## src/rtl/noc_packet_arbiter_if.sv

```systemverilog
// noc_packet_arbiter_if: flit request channels, shared output channel and grant/busy status
interface noc_packet_arbiter_if #(
  parameter int FLIT_WIDTH = 32,
  parameter int NUM_IN     = 4
);
  logic [NUM_IN*FLIT_WIDTH-1:0] in_flit;
  logic [NUM_IN-1:0]            in_last;
  logic [NUM_IN-1:0]            in_valid;
  logic [NUM_IN-1:0]            in_ready;
  logic [FLIT_WIDTH-1:0]        out_flit;
  logic                         out_last;
  logic                         out_valid;
  logic                         out_ready;
  logic [NUM_IN-1:0]            grant;
  logic                         busy;
  modport slave (
    input  in_flit, in_last, in_valid, out_ready,
    output in_ready, out_flit, out_last, out_valid, grant, busy
  );
  modport master (
    output in_flit, in_last, in_valid, out_ready,
    input  in_ready, out_flit, out_last, out_valid, grant, busy
  );
endinterface

```

## src/rtl/noc_packet_arbiter.sv

```systemverilog
// noc_packet_arbiter: packet-level round-robin arbiter; NOC_ARB_OUTREG_EN adds a 2-entry output skid register
module noc_packet_arbiter #(
  parameter int FLIT_WIDTH = 32,
  parameter int NUM_IN     = 4
) (
  input  logic                clk,
  input  logic                rst,
  noc_packet_arbiter_if.slave bus
);
  localparam int IW = $clog2(NUM_IN);
  typedef enum logic {IDLE, LOCKED} state_e;
  state_e                state_q, state_d;
  logic [IW-1:0]         cur_q, cur_d, last_win_q, last_win_d, win, sel;
  logic                  any_v, active, up_valid, up_ready, up_last, up_hs_last;
  logic [FLIT_WIDTH-1:0] up_flit;
  // Descending scan so the channel closest after last_win is the final overwrite
  always_comb begin
    win = last_win_q;
    for (int k = NUM_IN; k >= 1; k--) begin
      int t;
      t = int'(last_win_q) + k;
      t = t >= NUM_IN ? t - NUM_IN : t;
      if (bus.in_valid[IW'(t)]) win = IW'(t);
    end
  end
  assign any_v      = |bus.in_valid;
  assign sel        = state_q == LOCKED ? cur_q : win;
  assign active     = !rst && (state_q == LOCKED || any_v);
  assign up_valid   = !rst && bus.in_valid[sel];
  assign up_flit    = bus.in_flit[sel*FLIT_WIDTH +: FLIT_WIDTH];
  assign up_last    = bus.in_last[sel];
  assign up_hs_last = up_valid && up_ready && up_last;
  assign bus.grant    = active ? NUM_IN'(1) << sel : '0;
  assign bus.in_ready = active ? NUM_IN'(up_ready) << sel : '0;
  assign bus.busy     = state_q == LOCKED;
  // A presented flit without a last handshake locks its source so out_* stay stable
  always_comb begin
    state_d    = state_q;
    cur_d      = cur_q;
    last_win_d = last_win_q;
    if (state_q == IDLE) begin
      if (any_v) begin
        last_win_d = win;
        if (!up_hs_last) begin
          state_d = LOCKED;
          cur_d   = win;
        end
      end
    end else if (up_hs_last) begin
      state_d = IDLE;
    end
  end
  always_ff @(posedge clk or posedge rst) begin
    if (rst) begin
      state_q    <= IDLE;
      cur_q      <= '0;
      last_win_q <= IW'(NUM_IN - 1);
    end else begin
      state_q    <= state_d;
      cur_q      <= cur_d;
      last_win_q <= last_win_d;
    end
  end
`ifdef NOC_ARB_OUTREG_EN
  logic [FLIT_WIDTH:0] skid_q [2];
  logic                wr_q, rd_q, push, pop;
  logic [1:0]          cnt_q, cnt_d;
  assign up_ready = cnt_q != 2'd2;
  assign push     = up_valid && up_ready;
  assign pop      = bus.out_valid && bus.out_ready;
  assign cnt_d    = cnt_q + 2'(push) - 2'(pop);
  always_ff @(posedge clk or posedge rst) begin
    if (rst) begin
      wr_q  <= 1'b0;
      rd_q  <= 1'b0;
      cnt_q <= '0;
    end else begin
      wr_q  <= wr_q ^ push;
      rd_q  <= rd_q ^ pop;
      cnt_q <= cnt_d;
    end
  end
  always_ff @(posedge clk) begin
    if (push) skid_q[wr_q] <= {up_last, up_flit};
  end
  assign bus.out_valid                = cnt_q != '0;
  assign {bus.out_last, bus.out_flit} = bus.out_valid ? skid_q[rd_q] : '0;
`else
  assign up_ready                     = bus.out_ready;
  assign bus.out_valid                = up_valid;
  assign {bus.out_last, bus.out_flit} = up_valid ? {up_last, up_flit} : '0;
`endif
endmodule

```

## src/flat_wrapper.sv

```systemverilog
// flat-port wrapper written by rule: the top's interface ports become plain ports
module noc_packet_arbiter_flat 
#(
  parameter int FLIT_WIDTH = 32,
  parameter int NUM_IN     = 4
)
  (clk, rst, bus_in_flit, bus_in_last, bus_in_valid, bus_out_ready, bus_in_ready, bus_out_flit, bus_out_last, bus_out_valid, bus_grant, bus_busy);
  noc_packet_arbiter_if #(.FLIT_WIDTH(FLIT_WIDTH), .NUM_IN(NUM_IN)) bus_i ();
  input  logic clk;
  input  logic rst;
  input wire logic [$bits(bus_i.in_flit)-1:0] bus_in_flit;
  input wire logic [$bits(bus_i.in_last)-1:0] bus_in_last;
  input wire logic [$bits(bus_i.in_valid)-1:0] bus_in_valid;
  input wire logic [$bits(bus_i.out_ready)-1:0] bus_out_ready;
  output wire logic [$bits(bus_i.in_ready)-1:0] bus_in_ready;
  output wire logic [$bits(bus_i.out_flit)-1:0] bus_out_flit;
  output wire logic [$bits(bus_i.out_last)-1:0] bus_out_last;
  output wire logic [$bits(bus_i.out_valid)-1:0] bus_out_valid;
  output wire logic [$bits(bus_i.grant)-1:0] bus_grant;
  output wire logic [$bits(bus_i.busy)-1:0] bus_busy;
  assign bus_i.in_flit = bus_in_flit;
  assign bus_i.in_last = bus_in_last;
  assign bus_i.in_valid = bus_in_valid;
  assign bus_i.out_ready = bus_out_ready;
  assign bus_in_ready = bus_i.in_ready;
  assign bus_out_flit = bus_i.out_flit;
  assign bus_out_last = bus_i.out_last;
  assign bus_out_valid = bus_i.out_valid;
  assign bus_grant = bus_i.grant;
  assign bus_busy = bus_i.busy;
  noc_packet_arbiter #(.FLIT_WIDTH(FLIT_WIDTH), .NUM_IN(NUM_IN)) u_core (.clk(clk), .rst(rst), .bus(bus_i));
endmodule
```

## config.mk

```make
export PLATFORM = sky130hd
export DESIGN_NAME = noc_packet_arbiter_flat
export DESIGN_NICKNAME = d
export VERILOG_FILES = /design/src/rtl/noc_packet_arbiter_if.sv /design/src/rtl/noc_packet_arbiter.sv /design/src/flat_wrapper.sv
export SDC_FILE = /design/constraint.sdc
export NUM_CORES = 1
export LEC_CHECK = 0
export CAP_MARGIN = 20
export CELL_PAD_IN_SITES_DETAIL_PLACEMENT = 2
export CELL_PAD_IN_SITES_GLOBAL_PLACEMENT = 2
export CORE_MARGIN = 1.5
export CORE_UTILIZATION = 11
export CTS_CLUSTER_SIZE = 40
export DETAILED_ROUTE_END_ITERATION = 8
export PLACE_DENSITY_LB_ADDON = 0.1
export REMOVE_ABC_BUFFERS = 1
export SLEW_MARGIN = 20
export SYNTH_ARGS = -nofsm -noshare
export SYNTH_HDL_FRONTEND = slang
export SYNTH_SLANG_ARGS = --single-unit
```

## constraint.sdc

```tcl
create_clock -name clk -period 3.7 [get_ports clk]
set_input_delay 0.37 -clock clk [delete_from_list [all_inputs] [get_ports clk]]
set_output_delay 0.37 -clock clk [all_outputs]
set_load 0.005 [all_outputs]
```

==> summary.md <==
| Metric | Value |
|---|---|
| Post-Synthesis Cells | 186 |
| WP data arrival | 3.07 ns |
| EDFF count, synth | 0 |
| H-tree levels | 1 |
| Layout cells sized above 1 | 0.0554 |
| Crit start category | input pin |
| Vias in the first global route | 2,674 |
| Reg clk slew, reported paths | 0.03 ns |
| Ant diodes | 0 |
| Critical Path End Type | primary output |
| Tightest Pin Transition | 0.592 ns |
| Overall die height | 112 um |
| Worst-Skew Late Latency | 0.23 ns |
| Critical Path RT | 3.33 ns |
| Critical Path Fanout Max | 34 |
| Worst Skew | 0.00212 ns |
| GRT overflow | 0 |
| Crit path from | bus_in_valid[1] |
| Pin count of the biggest net entering global routing | 35 |
| Drt first pass iters | 7 |
| Seq/Total Area, Yosys | 0.0971 |
| Worst path slowest cell | clkdlybuf4s50_1 |
| Final period util | 0.930 |
| Row cnt | 39 |
| YS warnings | 0 |
| Ys async rst share | 1.00 |
| Pre-CTS setup slack | 0.165 ns |
| Initial core utilization | 0.114 |
| Failing checks | design-rule violations |
| Port bufs | 181 |
| Residual DRC count | 5 |
| CP Class | input pin to primary output |
| Smallest hold slack | 0.460 ns |
| Clock sink total | 5 |
| Final Hold Fails | 0 |
| Synth unique cells | 31 |
| Power Density | 589 nW/um^2 |
| Via count | 2,341 |
| Final Critical Period | 3.44 ns |
| Most frequent CP cell | clkdlybuf4s50_1 |
| Reg2reg path depth | 7 |
| Area of the core | 11,500 um^2 |
| Slew headroom | 0.605 |
| Outcome | finished with violations |
| Post-route ant nets | 0 |
| CTS Root Buffer Type | clkbuf_16 |
| Die width | 112 um |
| Max frequency | 0.291 GHz |
| Synth Cell Area | 1310 um^2 |
| Placed cells | 500 |
| Pleak | 1.24 nW |
| Gr usage total | 0.161 |
| Routed wire length | 10,400 um |
| Avg Cell Area, Syn | 7.06 um^2 |
| DR WL/cell | 20.6 um |
| Die area | 12,600 um^2 |
| Initial DRC count | 79 |
| Final WS setup | 0.258 ns |
| CTS tree | yes |
| Top FF cell, synth | dfrtp_1 |
| Nets@finish | 501 |
| Bufs on Longest Clock Path | 2 |
| Boundary pin count | 182 |
| HP Class | input pin to asynchronous set/reset pin |
| Overall power | 2.02 mW |
| First-pass GRT wire length | 15,600 um |
| CTS Buf Count | 3 |
| Crit path cell chain | clkdlybuf4s50_1 > nor2b_1 > o21a_1 > a221oi_2 > buf_4 > a32o_1 > buf_12 > a22oi_1 > a21oi_1 > clkdlybuf4s50_1 |
| Antenna violations before repair | 0 |
| Via density | 4.64 |
| Final setup vio count | 0 |
| Worst VDD drop | 0.222 mV |
| P&R area growth vs syn | 161% |
| Max Cap Viol | 0 |
| RSZ-0062 raised after global routing | no |
| Slew Viols, Final | 0 |
| Layout Cells excl Fill | 504 |
| R2r startpoint | u_core.last_win_q[0] |
| Setup TNS | 0 ns |
| Final GP Congestion | 0.760 |
| Slowest stage delay, CP | 0.53 ns |
| HPWL after detailed placement | 8470 um |
| Register bit total from synthesis | 5 |
[routing by layer]
layer,part of all wire,wire (um),global-route usage,vias up
met3,0.089,922,0.0513,12
met1,0.37,3830,0.173,1120
met5,0,0,0,-
li1,-,-,-,1100
met4,0.021,223,0.0430,0
met2,0.52,5420,0.303,109
[critical path: cells and delay by family]
family	cells	cell delay [ns]
buf+inv	4	1.43
compound gates	5	1.07
simple gates	1	0.20
[synth_stat cells (2+ instances only)]
cell	number	area, um^2
nor2b_1	2	12.5
inv_1	9	33.8
and2_1	4	25.0
nand2_1	4	15.0
clkbuf_1	8	30.0
and3_1	4	25.0
a22oi_1	64	480
buf_2	11	55.1
o211ai_1	2	15.0
dfstp_2	2	52.6
nor2_1	9	33.8
mux2i_1	5	50.1
o21ai_0	4	20.0
a21oi_1	37	185
dfrtp_1	3	75.1
o21ai_1	2	10.0
a32o_1	2	20.0
[where the power goes]
part	internal [mW]	leakage [nW]	switching, mW
Sequential	0.0884	0.0543	0.0523
Clock	0.143	0.0382	0.0374
Combinational	0.863	1.15	0.836
[layout by cell type (no fill, tap or decap)]
cell,Yosys,routed
a21o_1,1,1
mux2i_1,5,5
o21a_1,1,1
o311ai_2,1,1
nand2b_1,1,1
nor2_1,9,9
mux2_4,1,1
buf_4,0,4
a221oi_2,1,1
a32o_1,2,2
and3_1,4,4
buf_6,0,1
o21ai_0,4,4
clkbuf_1,8,1
clkbuf_16,0,3
inv_1,9,9
clkdlybuf4s50_1,0,181
a22oi_1,64,64
buf_16,0,1
a22oi_4,1,1
nor3_1,1,1
o211ai_1,2,2
nand3_1,1,1
dfrtp_1,3,3
o311ai_1,1,1
o32ai_4,1,1
buf_12,0,3
o31ai_4,1,1
and2_1,4,4
dfstp_2,2,2
a221o_1,1,1
nor2b_1,2,2
nand2_1,4,4
a21oi_1,37,37
o21ai_1,2,2
a22o_1,1,1
[registers in the layout (all words and copies together) (netlist names)]
name,cells
u_core.last_win_q,2
u_core.bus.busy,1
u_core.cur_q,2
[cell type report]
type                    count  area, um^2
fillers                  1310        8090
repair buffers            190        1940
multi-input cells         153        1070
well taps                 143         179
flip-flops and latches      5         128
clock buffers               4        78.8
inverters                   9        33.8
[path summary, 6_finish.rpt]
| check | end | slack [ns] |
|---|---|---|
| worst max-delay path | bus_out_flit[13] | 0.26 |
| worst min-delay path | u_core.bus.busy | 0.46 |
| worst max register to register | u_core.cur_q[0] | 1.25 |
| worst min register to register | u_core.last_win_q[0] | 0.56 |
| max in group asynchronous | u_core.last_win_q[0] | 2.94 |
| min in group clk | u_core.last_win_q[0] | 0.56 |
[per-stage QoR]
step / instance area (um^2) / util
after global routing: 3430 / 0.298
final: 3430 / 0.298
after CTS: 3420 / 0.297
after global placement: 3320 / 0.288
after floorplan: 1230 / -
after detailed placement: 3340 / 0.290
[timing repair]
item                                    4_1_cts  5_1_grt
buffers inserted                              0        0
endpoints found under the setup margin        0       29
hold buffers                                  0        0
gates resized for setup                       0        1
[kinds of logic after synthesis]
kind of cell | count (synthesis) | share of synthesized area
buffers and inverters | 28 | 0.0905
DFF | 5 | 0.0971
muxes | 6 | 0.0495
and+or+nand+nor | 26 | 0.0971
AOI/OAI and AO/OA | 121 | 0.666
No activity file was read; power rests on OpenSTA's default activity.
